===== src/rtl/cal_eep_spi_responder_if.sv =====
// cal_eep_spi_responder_if: SPI pin bundle between the command processor and the calibration EEPROM model
//   SS_n : slave select, active low (master -> slave)
//   SCLK : SPI clock, mode 0, idle low (master -> slave)
//   MOSI : master out, MSB first (master -> slave)
//   MISO : slave out, MSB first (slave -> master)
interface cal_eep_spi_responder_if;
    logic SS_n;
    logic SCLK;
    logic MOSI;
    logic MISO;
    modport master (output SS_n, SCLK, MOSI, input MISO);
    modport slave (input SS_n, SCLK, MOSI, output MISO);
endinterface


===== src/rtl/cal_eep_spi_responder.sv =====
// cal_eep_spi_responder: SPI slave model of the calibration EEPROM (16-bit op/addr/data frames)
//   clk         : system clock, oversamples the SPI pins
//   rst_n       : asynchronous active-low reset
//   spi         : SPI pins (slave modport)
//   o_wr_done   : one-clk pulse when a write frame commits
//   o_rd_done   : one-clk pulse when a read frame completes cleanly
//   o_frm_err   : one-clk pulse when a frame ends with a bit count other than 16
//   o_busy      : high while a frame is in progress
module cal_eep_spi_responder #(
    parameter int         ADDR_W  = 6,
    parameter logic [7:0] RST_VAL = 8'h00
) (
    input  logic                    clk,
    input  logic                    rst_n,
    cal_eep_spi_responder_if.slave  spi,
    output logic                    o_wr_done,
    output logic                    o_rd_done,
    output logic                    o_frm_err,
    output logic                    o_busy
);
    localparam int DEPTH = 1 << ADDR_W;
    typedef enum logic [1:0] {IDLE, SHIFT_HDR, SHIFT_DATA, FINISH} state_t;
    state_t r_state, w_next;
    logic [2:0] r_ss, r_sclk;
    logic [1:0] r_mosi;
    logic [4:0] r_cnt;
    logic [7:0] r_hdr, r_dat, r_out_sr;
    logic       r_first;
    logic [7:0] r_mem [DEPTH];
    logic       w_ss_fall, w_ss_rise, w_rise, w_fall, w_act, w_fin_ok;
    logic [7:0] w_hdr_nx;
    logic [1:0] w_op;
    logic [ADDR_W-1:0] w_addr;
    // Stage [1] is the synchronized level; stage [2] is one clk older for edge detection.
    // SS_n resets to 0 so a master already holding SS_n low at release must go high then low.
    assign w_ss_fall = r_ss[2] & ~r_ss[1];
    assign w_ss_rise = ~r_ss[2] & r_ss[1];
    assign w_rise    = r_sclk[1] & ~r_sclk[2];
    assign w_fall    = ~r_sclk[1] & r_sclk[2];
    // SCLK edges are dropped in the cycle SS_n rises so they never alter the count.
    assign w_act     = (r_state == SHIFT_HDR || r_state == SHIFT_DATA) && !w_ss_rise;
    assign w_hdr_nx  = {r_hdr[6:0], r_mosi[1]};
    assign w_op      = r_hdr[7:6];
    assign w_addr    = r_hdr[ADDR_W-1:0];
    assign w_fin_ok  = r_state == FINISH && r_cnt == 5'd16;
    always_ff @(posedge clk or negedge rst_n) begin
        if (!rst_n) r_state <= IDLE;
        else r_state <= w_next;
    end
    always_comb begin
        w_next = r_state;
        unique case (r_state)
            IDLE:       w_next = w_ss_fall ? SHIFT_HDR : IDLE;
            SHIFT_HDR:  w_next = w_ss_rise ? FINISH : (w_rise && r_cnt == 5'd7) ? SHIFT_DATA : SHIFT_HDR;
            SHIFT_DATA: w_next = w_ss_rise ? FINISH : SHIFT_DATA;
            default:    w_next = IDLE;
        endcase
    end
    always_comb begin
        o_wr_done = w_fin_ok && w_op == 2'b01;
        o_rd_done = w_fin_ok && w_op == 2'b00;
        o_frm_err = r_state == FINISH && r_cnt != 5'd16;
        o_busy    = r_state != IDLE;
        spi.MISO  = r_state == SHIFT_DATA && r_out_sr[7];
    end
    always_ff @(posedge clk or negedge rst_n) begin
        if (!rst_n) begin
            r_ss     <= '0;
            r_sclk   <= '0;
            r_mosi   <= '0;
            r_cnt    <= '0;
            r_hdr    <= '0;
            r_dat    <= '0;
            r_out_sr <= '0;
            r_first  <= 1'b0;
            for (int i = 0; i < DEPTH; i++) r_mem[i] <= RST_VAL;
        end else begin
            r_ss   <= {r_ss[1:0], spi.SS_n};
            r_sclk <= {r_sclk[1:0], spi.SCLK};
            r_mosi <= {r_mosi[0], spi.MOSI};
            if (r_state == IDLE && w_ss_fall) r_cnt <= '0;
            if (w_act && w_rise) r_cnt <= (r_cnt == 5'd31) ? r_cnt : r_cnt + 5'd1;
            if (r_state == SHIFT_HDR && w_act && w_rise) begin
                r_hdr <= w_hdr_nx;
                if (r_cnt == 5'd7) begin
                    r_out_sr <= (w_hdr_nx[7:6] == 2'b00) ? r_mem[w_hdr_nx[ADDR_W-1:0]] : 8'h00;
                    r_first  <= 1'b1;
                end
            end
            if (r_state == SHIFT_DATA && w_act && w_rise && r_cnt < 5'd16) r_dat <= {r_dat[6:0], r_mosi[1]};
            // Bit 7 is already on MISO when the first data-phase fall arrives, so that fall only clears the flag.
            if (r_state == SHIFT_DATA && w_act && w_fall && r_cnt < 5'd16) begin
                r_first <= 1'b0;
                if (!r_first) r_out_sr <= {r_out_sr[6:0], 1'b0};
            end
            if (r_state == FINISH && r_cnt == 5'd16 && w_op == 2'b01) r_mem[w_addr] <= r_dat;
        end
    end
endmodule


===== src/flat_wrapper.sv =====
// flat-port wrapper written by rule: the top's interface ports become plain ports
module cal_eep_spi_responder_flat 
#(
    parameter int         ADDR_W  = 6,
    parameter logic [7:0] RST_VAL = 8'h00
)
  (clk, rst_n, o_wr_done, o_rd_done, o_frm_err, o_busy, spi_SS_n, spi_SCLK, spi_MOSI, spi_MISO);
  cal_eep_spi_responder_if spi_i ();
  input  logic clk;
  input  logic rst_n;
  output logic o_wr_done;
  output logic o_rd_done;
  output logic o_frm_err;
  output logic o_busy;
  input wire logic [$bits(spi_i.SS_n)-1:0] spi_SS_n;
  input wire logic [$bits(spi_i.SCLK)-1:0] spi_SCLK;
  input wire logic [$bits(spi_i.MOSI)-1:0] spi_MOSI;
  output wire logic [$bits(spi_i.MISO)-1:0] spi_MISO;
  assign spi_i.SS_n = spi_SS_n;
  assign spi_i.SCLK = spi_SCLK;
  assign spi_i.MOSI = spi_MOSI;
  assign spi_MISO = spi_i.MISO;
  cal_eep_spi_responder #(.ADDR_W(ADDR_W), .RST_VAL(RST_VAL)) u_core (.clk(clk), .rst_n(rst_n), .spi(spi_i), .o_wr_done(o_wr_done), .o_rd_done(o_rd_done), .o_frm_err(o_frm_err), .o_busy(o_busy));
endmodule

===== config.mk =====
export PLATFORM = sky130hd
export DESIGN_NAME = cal_eep_spi_responder_flat
export DESIGN_NICKNAME = d
export VERILOG_FILES = /design/src/rtl/cal_eep_spi_responder_if.sv /design/src/rtl/cal_eep_spi_responder.sv /design/src/flat_wrapper.sv
export SDC_FILE = /design/constraint.sdc
export NUM_CORES = 1
export LEC_CHECK = 0
export BUFFER_PORTS_ARGS = -buffer_cell sky130_fd_sc_hd__buf_4
export CAP_MARGIN = 20
export CORE_MARGIN = 1.5
export CORE_UTILIZATION = 60
export CTS_CLUSTER_DIAMETER = 150
export DETAILED_ROUTE_END_ITERATION = 8
export PLACE_DENSITY = 0.85
export SYNTH_ARGS = -nofsm -noshare
export SYNTH_HDL_FRONTEND = slang
export SYNTH_SLANG_ARGS = --single-unit

===== constraint.sdc =====
create_clock -name clk -period 3.69 [get_ports clk]
set_input_delay 0.5535 -clock clk [delete_from_list [all_inputs] [get_ports clk]]
set_output_delay 0.5535 -clock clk [all_outputs]
set_load 0.03 [all_outputs]

* After elaboration in Yosys (flattened, before gate mapping)
Index checks and enable logic that the tools add are counted.
** Cells by class
- $add $sub $neg :: 1
- Reductions and logical operators :: 28
- Bitwise operators :: 10
- Multiplexer cells :: 22
- Equality and inequality tests :: 9
- Order comparisons :: 4
** Operator list (count)
- bitwise mux 512 bit :: 1
- two-way mux 8 bit :: 8
- binary-select mux 8 bit (select 6 bit) :: 1
- demux 8 bit (select 6 bit) :: 1
- logical AND 1 bit :: 17
- two-way mux 5 bit :: 3
- greater-or-equal comparator 7 bit (second input constant) :: 2
- NOT 6 -> 7 bit :: 2
- equality test 5 bit (second input constant) :: 2
- nonzero test 2 bit :: 4
- less-than comparator 7 x 1 -> 1 bit (second input constant) :: 1
- logical NOT 2 bit :: 3
- case mux 2 bit (3 select lines) :: 1
- adder 5 x 1 -> 5 bit (second input constant) :: 1
- equality test 5 x 3 -> 1 bit (second input constant) :: 1
- less-than comparator 5 bit (second input constant) :: 1
- two-way mux 1 bit :: 5
- != test 5 bit (second input constant) :: 1
- AND 1 bit :: 4
- equality test 2 x 1 -> 1 bit (second input constant) :: 2
- equality test 2 bit (second input constant) :: 2
- two-way mux 2 bit :: 2
- NOT 1 bit :: 4
- AND reduction 2 bit :: 2
- 3 further kinds :: 3
** Word-level totals
- Logic and storage cells :: 147
- Input port bits :: 5
- Output and inout port bits :: 5
- Register bits after elaboration :: 552

* Depth between registers and ports, before layout
Gate-level depths: netlist of the first run.
- Depth after elaboration :: 9
- Gate-level depth with buffers :: 11
- Depth with buffers taken out :: 8

* Worst setup path after synthesis of the first run
No wires, ideal clock.
- Path type :: flip-flop to flip-flop
- Start :: register u_core.r_mosi[1]
- End :: register u_core.r_out_sr[7]
- Period minus slack after synthesis :: 2228 ps
- Path buffers :: 5
- Stages on the path, launching flop included :: 12
- Setup time :: 124 ps
- Data arrival time :: 2104 ps
- Setup slack :: 1462 ps
- Required time :: 3566 ps
- Path through :: dfrtp_1 -> buf_4 -> buf_6 -> buf_4 -> buf_4 -> buf_2 -> mux2i_1 -> o22ai_1 -> a211oi_1 -> o21ai_0 -> o2111ai_1 -> nand2_1
** Between the ends
- Longest elaborated chain between the ends :: 9
** Ends and longest elaborated chain
- start, declared :: line cal_eep_spi_responder.sv:25 : logic [1:0] r_mosi;
- start signal, assigned :: line cal_eep_spi_responder.sv:80 : r_mosi <= {r_mosi[0], spi.MOSI};
- NOT 6 -> 7 bit (implied by the code) * :: line cal_eep_spi_responder.sv:86 : r_out_sr <= (w_hdr_nx[7:6] == 2'b00) ? r_mem[w_hdr_nx[ADDR_W-1:0]] : 8'h00;
- binary-select mux 8 bit (select 6 bit) * :: line cal_eep_spi_responder.sv:86
- two-way mux 8 bit (implied by the code) * (2 in series) :: line cal_eep_spi_responder.sv:86
- two-way mux 8 bit * :: line cal_eep_spi_responder.sv:86
- two-way mux 8 bit * :: line cal_eep_spi_responder.sv:85 : if (r_cnt == 5'd7) begin
- two-way mux 8 bit * :: line cal_eep_spi_responder.sv:83 : if (r_state == SHIFT_HDR && w_act && w_rise) begin
- two-way mux 8 bit :: line cal_eep_spi_responder.sv:94 : if (!r_first) r_out_sr <= {r_out_sr[6:0], 1'b0};
- two-way mux 8 bit * :: line cal_eep_spi_responder.sv:92 : if (r_state == SHIFT_DATA && w_act && w_fall && r_cnt < 5'd16) begin
- end signal, assigned :: line cal_eep_spi_responder.sv:86
- end signal, assigned :: line cal_eep_spi_responder.sv:94
- end, declared :: line cal_eep_spi_responder.sv:27 : logic [7:0] r_hdr, r_dat, r_out_sr;
Every way passes the cells marked *; elsewhere a longest branch is shown, timed or not. The select of a mux whose other input is x is not followed.
A chain may end at the register's enable or synchronous reset.

* Final worst setup path of the first run
- Start :: register u_core.r_cnt[0]
- End :: register u_core.r_mem[362] in the netlist's numbering
** Between the ends
- Longest elaborated chain between the ends :: 3
** Ends and longest elaborated chain
- start, declared :: line cal_eep_spi_responder.sv:26 : logic [4:0] r_cnt;
- start signal, assigned :: line cal_eep_spi_responder.sv:82 : if (w_act && w_rise) r_cnt <= (r_cnt == 5'd31) ? r_cnt : r_cnt + 5'd1;
- equality test 5 bit :: line cal_eep_spi_responder.sv:96 : if (r_state == FINISH && r_cnt == 5'd16 && w_op == 2'b01) r_mem[w_addr] <= r_dat;
- logical AND 1 bit (2 in series) :: line cal_eep_spi_responder.sv:96
- end signal, assigned by index :: line cal_eep_spi_responder.sv:96
- end, declared :: line cal_eep_spi_responder.sv:29 : logic [7:0] r_mem [DEPTH];
No other way between the ends.

==> summary.md, run 1 <==
| Metric | Value |
|---|---|
| Antenna diode count | `0` |
| Min-Delay Path Class | `in -> async` |
| Worst r2r path cells | `8` |
| Postcts setup bufs | `0` |
| GRT overflow | `0` |
| Power Internal | `9.83 mW` |
| Worst Setup SP | `u_core.r_cnt[0]$_DFFE_PN0P_` |
| Syn nets | `1,727` |
| Die width | `208 um` |
| EDFF count, synth | `0` |
| Clock network power share | `41.2%` |
| Dpl ws | `0.837 ns` |
| Root Driver | `clkbuf_16` |
| Met2 Use GR | `47.5%` |
| Worst-Skew Late Latency | `0.62 ns` |
| Switch share | `27.1%` |
| Layout cells sized above 1 | `a little under half` |
| CTS Buf Count | `55` |
| Max-slew violations | `0` |
| Routability Congestion | `roughly 0.94` |
| Seq. cell area | `13,800 um2` |
| Comb pwr share | `approximately 12%` |
| Clk_skew | `0.0224 ns` |
| Area leader, netlist | `dfrtp_1` |
| Gr usage total | `29.8%` |
| Reg2Reg Launch Point | `u_core.r_cnt[0]$_DFFE_PN0P_` |
| GR Util met3 | `around 5.9%` |
| Cell Pwr Density | `483 nW/um2` |
| Tcrit/Tclk final | `81.1%` |
| Critical path required time | `4.18 ns` |
| Rows | `74` |
| Synth top area cells | `dfrtp_1, mux2_2, mux4_2` |
| Area occupied by multi-input gates | `10,800 um2` |
| #FFs+latches synth | `552` |
| R2R Path End | `u_core.r_mem[362]$_DFFE_PN0P_` |
| Clock tree from TritonCTS | `done` |
| DR vias | `approximately 16,000` |
| Ys Warns | `0` |
| Final WL | `roughly 62,000 um` |
| Vias in the first global route | `between 15,000 and 20,000` |
| First-pass GRT wire length | `98,700 um` |
| Slew Limit Headroom | `27.6%` |
| M1 GR Usage | `40.4%` |
| Routed len/inst | `26.9 um` |
| Top_reg_cell synth | `dfrtp_1` |
| Async SR Flop Fraction | `100%` |
| RSZ-0062 raised after global routing | `false` |
| Final worst slack | `0.698 ns` |
| Initial antenna violation count | `0` |
| Register area share after synthesis | `54.9%` |
| Clock transition at path regs | `around 0.06 ns` |
| Core footprint | `41,100 um2` |
| Clk sinks | `552` |
| Fillers | `approximately 2,700` |
| # H-tree levels | `2` |
| Mapped Area | `25,100 um2` |
| Initial Util | `61.2%` |
| Most common cell after layout, fill and taps aside | `dfrtp_1` |
| Max-Cap Viols | `0` |
| Worst-path maximum fanout | `8` |
| Final HPWL DP | `39,900 um` |
| Total Nets Final | `1,760` |
| Critical path class | `reg -> reg` |
| Max Clk Rate | `0.334 GHz` |
| Critical Path Sink | `u_core.r_mem[362]$_DFFE_PN0P_` |
| Final Setup Violations | `0` |
| Fin area | `27,900 um2` |
| I/O pin count | `10` |
| Critical Path Sink Type | `flop` |
| Max VDD drop | `0.451 mV` |
| DR DRC count | `0` |
| Largest net degree at the start of global routing | `between 100 and 150` |
| Die area | `43,100 um2` |
| Syn_area_per_cell | `around 15 um2` |
| Crit path DAT | `3.48 ns` |
| Outcome | `complete, no violations` |
| Post-synth cell types | `53` |
| Iter 0 DRT Violations | `1,607` |
| Most frequent cells in the layout | `dfrtp_1, mux2_2, mux2i_1` |
| CTS resizes | `0` |
| P&R area growth vs syn | `11.1%` |
| Die Ht | `208 um` |
| Reg power frac | `46.7%` |
| Minimum clock period | `2.99 ns` |
| Clk buf depth | `3` |
| P_sw | `3.65 mW` |
| Worst slew pin tran | `1.09 ns` |
| R2R Setup Slk | `0.70 ns` |
| Final hold violations | `0` |
| Via density per instance | `6.72` |
| Post-synth top area share | `54.9%` |
| ANT nets after route | `0` |
| Router iterations before antenna repair | `7` |
| DP Area | `between 20,000 and 30,000 um2` |
| Busiest layer in global routing | `met2` |
| CP startpoint kind | `flop` |
| LEAKAGE | `13.5 nW` |
| Mapped Cells | `between 1,500 and 2,000` |
| TNS Setup | `0 ns` |
| Cts hold-fix bufs | `0` |
| Port Buffers | `9` |
power groups by stage:
stage               clock network [mW]  logic [mW]  registers [mW]
floorplan                            0       0.980            6.25
global placement                     0        1.57            6.39
detailed placement                   0        1.60            6.39
CTS                               5.61        1.61            6.28
global route                      5.83        1.71            6.30
finish                            5.55        1.64            6.30
state kept, by name (all words and copies together) (netlist names):
signal / flops
u_core.r_hdr: 8
u_core.r_mem: 512
u_core.r_out_sr: 8
u_core.r_state: 2
u_core.r_mosi: 2
u_core.r_sclk: 3
u_core.r_cnt: 5
u_core.r_dat: 8
u_core.r_first: 1
u_core.r_ss: 3
through the flow:
| stage | hold WS (ns) | std cells | util, % | total power [mW] |
|---|---|---|---|---|
| 5_1_grt | 0.0254 | 2320 | 67.9 | 13.8 |
| 3_5_place_dp | 0.341 | 2220 | 63.5 | 7.99 |
| 6_report | 0.0365 | 2320 | 67.9 | 13.5 |
| 3_3_place_gp | 0.332 | 2220 | 63.5 | 7.96 |
| 2_1_floorplan | 0.258 | 1715 | - | 7.23 |
| 4_1_cts | 0.0266 | 2317 | 67.8 | 13.5 |
worst max-delay path, stage by stage, from the launching register on:
cell and delay [ns]:
dfrtp_1 0.44, inv_1 0.08, ha_1 0.14, and4bb_1 0.23
and3b_1 0.28, nand3_1 0.17, nor2_1 0.67, nand2_1 0.46
mux2_2 0.40
worst min path at each step:
stage,from,to,slack (ns),cells past startpoint
2_1_floorplan,rst_n,u_core.r_cnt[0]$_DFFE_PN0P_,0.26,0
3_3_place_gp,u_core.r_ss[0]$_DFF_PN0_,u_core.r_ss[1]$_DFF_PN0_,0.33,0
3_5_place_dp,u_core.r_sclk[0]$_DFF_PN0_,u_core.r_sclk[1]$_DFF_PN0_,0.34,0
4_1_cts,spi_SS_n,u_core.r_ss[0]$_DFF_PN0_,0.03,1
5_1_grt,spi_SS_n,u_core.r_ss[0]$_DFF_PN0_,0.03,1
6_report,rst_n,u_core.r_mem[230]$_DFFE_PN0P_,0.04,1
cell usage after synthesis, types with 7 or more instances:
cell type and instances:
a22oi_1 15, a21oi_1 13, buf_4 12, nand3_1 15, dfrtp_1 552, a211oi_1 11, mux4_2 87, nor3_1 9
mux2_2 533, nor2_1 30, ha_1 7, o221ai_1 8, nor2_2 16, clkbuf_1 82, nand2_1 75, buf_2 11
o22ai_1 22, inv_1 9, nor2b_1 9, mux2i_1 90, o21ai_0 27
layout make-up:
class                      instances  area share (%)
clock buffer                      80            5.73
clock inverter                    17           0.641
inverter                           9           0.121
multi-input combinational       1041            38.6
sequential                       552            49.5
tap                              532            2.38
timing repair buffer              89            2.96
routing by layer:
layer | routed length [um] | up-vias
met5 | 0 | -
li1 | - | 6448
met4 | 2740 | 0
met1 | 25000 | 8246
met2 | 29800 | 711
met3 | 4810 | 189
cell families (layout without fill, tap and decap cells):
kind of cell               Yosys count  after routing  synth area share, %
muxes                              710            710                 35.2
adders and majority gates            7              7                0.348
and+or+nand+nor                    194            194                 3.82
buffers and inverters              122            195                 2.14
DFF                                552            552                 54.9
AOI/OAI and AO/OA                  130            130                 3.52
No activity file was read; power rests on OpenSTA's default activity.
==> run 2: changes to the inputs <==
==> constraint.sdc (replaced) <==
create_clock -name clk -period 3 [get_ports clk]
set_input_delay 0.45 -clock clk [delete_from_list [all_inputs] [get_ports clk]]
set_output_delay 0.45 -clock clk [all_outputs]
set_load 0.03 [all_outputs]
==> summary.md, run 2 (synthesis gave the netlist of run 1 again) <==
| Metric | Value |
|---|---|
| Layout cells sized above 1 | `46.7% (+0.19 points)` |
| Worst slew pin tran | `0.811 ns (-0.275 ns)` |
| Fin cells | `2,335 (+0.65%)` |
| Utilization after layout | `68.4% (+0.42 points)` |
| Reg2Reg Launch Point | `u_core.r_hdr[2]$_DFFE_PN0N_` |
| Die Ht | `208 um (unchanged)` |
| Critical Path Sink Type | `flop` |
| Router iterations before antenna repair | `7 (unchanged)` |
| Initial antenna violation count | `1 (+1)` |
| Clk_skew | `0.0137 ns (-0.00865 ns)` |
| Max-slew violations | `0 (unchanged)` |
| R2R Path End | `u_core.r_mem[205]$_DFFE_PN0P_` |
| Largest net degree at the start of global routing | `88 (-23%)` |
| Tcrit/Tclk final | `98.1% (+17 points)` |
| Worst hold start | `u_core.r_mosi[0]$_DFF_PN0_` |
| Worst-path maximum fanout | `28 (+20)` |
| LEAKAGE | `13.6 nW (+0.68%)` |
| Slew Limit Headroom | `45.9% (+18 points)` |
| Final hold violations | `0 (unchanged)` |
| Top reg by flops | `u_core.r_mem` |
| GRT overflow | `0 (unchanged)` |
| Max-Cap Viols | `0 (unchanged)` |
| Via density per instance | `6.65 (-1.0%)` |
| Final Setup Violations | `0 (unchanged)` |
| CTS Buf Count | `54 (-1.8%)` |
| DR vias | `15,500 (-0.39%)` |
| Outcome | `complete, no violations` |
| R2R Setup Slk | `0.06 ns (-0.64 ns)` |
| Core footprint | `41,100 um2 (unchanged)` |
| Most common cell after layout, fill and taps aside | `dfrtp_1` |
| Initial Util | `61.2% (unchanged)` |
| Critical path required time | `3.48 ns (-0.70 ns)` |
| Root Driver | `clkbuf_16` |
| Clk sinks | `552 (unchanged)` |
| Crit path DAT | `3.43 ns (-0.05 ns)` |
| Clk buf depth | `3 (unchanged)` |
| Max reg flops | `512 (unchanged)` |
| Fillers | `2,732 (+0.81%)` |
| RSZ-0062 raised after global routing | `false` |
| Rows | `74 (unchanged)` |
| Max VDD drop | `0.422 mV (-6.5%)` |
| Worst-Skew Late Latency | `0.60 ns (-0.02 ns)` |
| ANT nets after route | `0 (unchanged)` |
| Hold Path End | `u_core.r_mosi[1]$_DFF_PN0_` |
| First-pass GRT wire length | `99,400 um (+0.67%)` |
| Routability Congestion | `0.973 (+3.3%)` |
| Final WL | `62,600 um (+0.42%)` |
| Gr usage total | `29.9% (+0.13 points)` |
| Cell Pwr Density | `596 nW/um2 (+23%)` |
| Routed len/inst | `26.8 um (-0.23%)` |
| Clock tree from TritonCTS | `done` |
| P&R area growth vs syn | `11.8%` |
| Vias in the first global route | `16,800 (+2.4%)` |
| Postcts setup bufs | `0 (unchanged)` |
| Hold depth | `0` |
| Min-Delay Path Class | `reg -> reg` |
| DR DRC count | `0 (unchanged)` |
| # H-tree levels | `2 (unchanged)` |
| Port Buffers | `9 (unchanged)` |
| Die area | `43,100 um2 (unchanged)` |
| Minimum clock period | `2.94 ns (-0.0493 ns)` |
| Most frequent cells in the layout | `dfrtp_1, mux2_2, mux2i_1` |
| CP startpoint kind | `flop` |
| Total Nets Final | `1,768 (+0.45%)` |
| Die width | `208 um (unchanged)` |
| Clock transition at path regs | `0.06 ns (about the same)` |
| Worst r2r path cells | `5 (-3)` |
| I/O pin count | `10 (unchanged)` |
| Max Clk Rate | `0.340 GHz (+1.7%)` |
| TNS Setup | `0 ns (unchanged)` |
| Cell count after placement | `2,226 (+0.27%)` |
| Iter 0 DRT Violations | `1,503 (-6.5%)` |
| Critical path class | `reg -> reg` |
| Final HPWL DP | `40,500 um (+1.6%)` |
## run 2: report_power, final
part / switching [mW] / internal [mW]
sequential: 0.257 / 7.51
combinational: 1.36 / 0.696
clock: 2.88 / 4.04
total: 4.50 / 12.2
## run 2: worst max-delay path by stage
stage / start / endpoint / slack (ns) / depth (start not counted)
after detailed placement: u_core.r_cnt[0]$_DFFE_PN0P_ / u_core.r_mem[200]$_DFFE_PN0P_ / 0.27 / 8
final: u_core.r_hdr[2]$_DFFE_PN0N_ / u_core.r_mem[205]$_DFFE_PN0P_ / 0.06 / 5
after global routing: u_core.r_cnt[0]$_DFFE_PN0P_ / u_core.r_mem[393]$_DFFE_PN0P_ / 0.03 / 8
after CTS: u_core.r_hdr[2]$_DFFE_PN0N_ / u_core.r_mem[205]$_DFFE_PN0P_ / 0.25 / 5
after floorplan: u_core.r_mosi[1]$_DFF_PN0_ / u_core.r_out_sr[7]$_DFF_PN0_ / 0.77 / 11
after global placement: u_core.r_hdr[2]$_DFFE_PN0N_ / u_core.r_mem[207]$_DFFE_PN0P_ / 0.39 / 5
## run 2: critical path: stages, from the launching register on
cell and delay [ns]:
dfrtp_2 0.88, buf_12 0.26, nand2_1 0.16, nor2_1 0.57
nand2_1 0.52, mux2_2 0.42
## run 2: routing by layer
metal | vias to the layer above | global-route usage (%) | part of all wire [%]
met4 | 0 | 11.9 | 3.8
met5 | - | 0 | 0
li1 | 6467 | - | -
met2 | 634 | 48.4 | 49
met3 | 174 | 6.52 | 7.3
met1 | 8258 | 39.8 | 40
## run 2: timing repair
| action | CTS | global route |
|---|---|---|
| hold endpoints to repair | 63 | 0 |
| resized for setup | 0 | 0 |
| hold buffers | 4 | 0 |
## run 2: cell type report
| cell class | count | area [um2] | area share, % |
|---|---|---|---|
| Multi-Input combinational cell | 1041 | 10800 | 38.4 |
| Antenna cell | 1 | 2.50 | 0.00890 |
| Tap cell | 532 | 666 | 2.37 |
| Sequential cell | 552 | 13800 | 49.2 |
| Clock inverter | 23 | 224 | 0.797 |
| Inverter | 9 | 33.8 | 0.120 |
| Timing Repair Buffer | 98 | 953 | 3.39 |
| Clock buffer | 79 | 1600 | 5.69 |
## run 2: per-stage QoR
step / hold slack, ns / total power, mW / setup WS, ns / area, um2
after global routing: 0.361 / 17.2 / 0.0298 / 28100
after floorplan: 0.154 / 8.90 / 0.772 / 25100
final: 0.348 / 16.8 / 0.0574 / 28100
after CTS: 0.349 / 16.7 / 0.249 / 28100
after detailed placement: 0.335 / 9.85 / 0.271 / 26200
after global placement: 0.333 / 9.79 / 0.386 / 26200
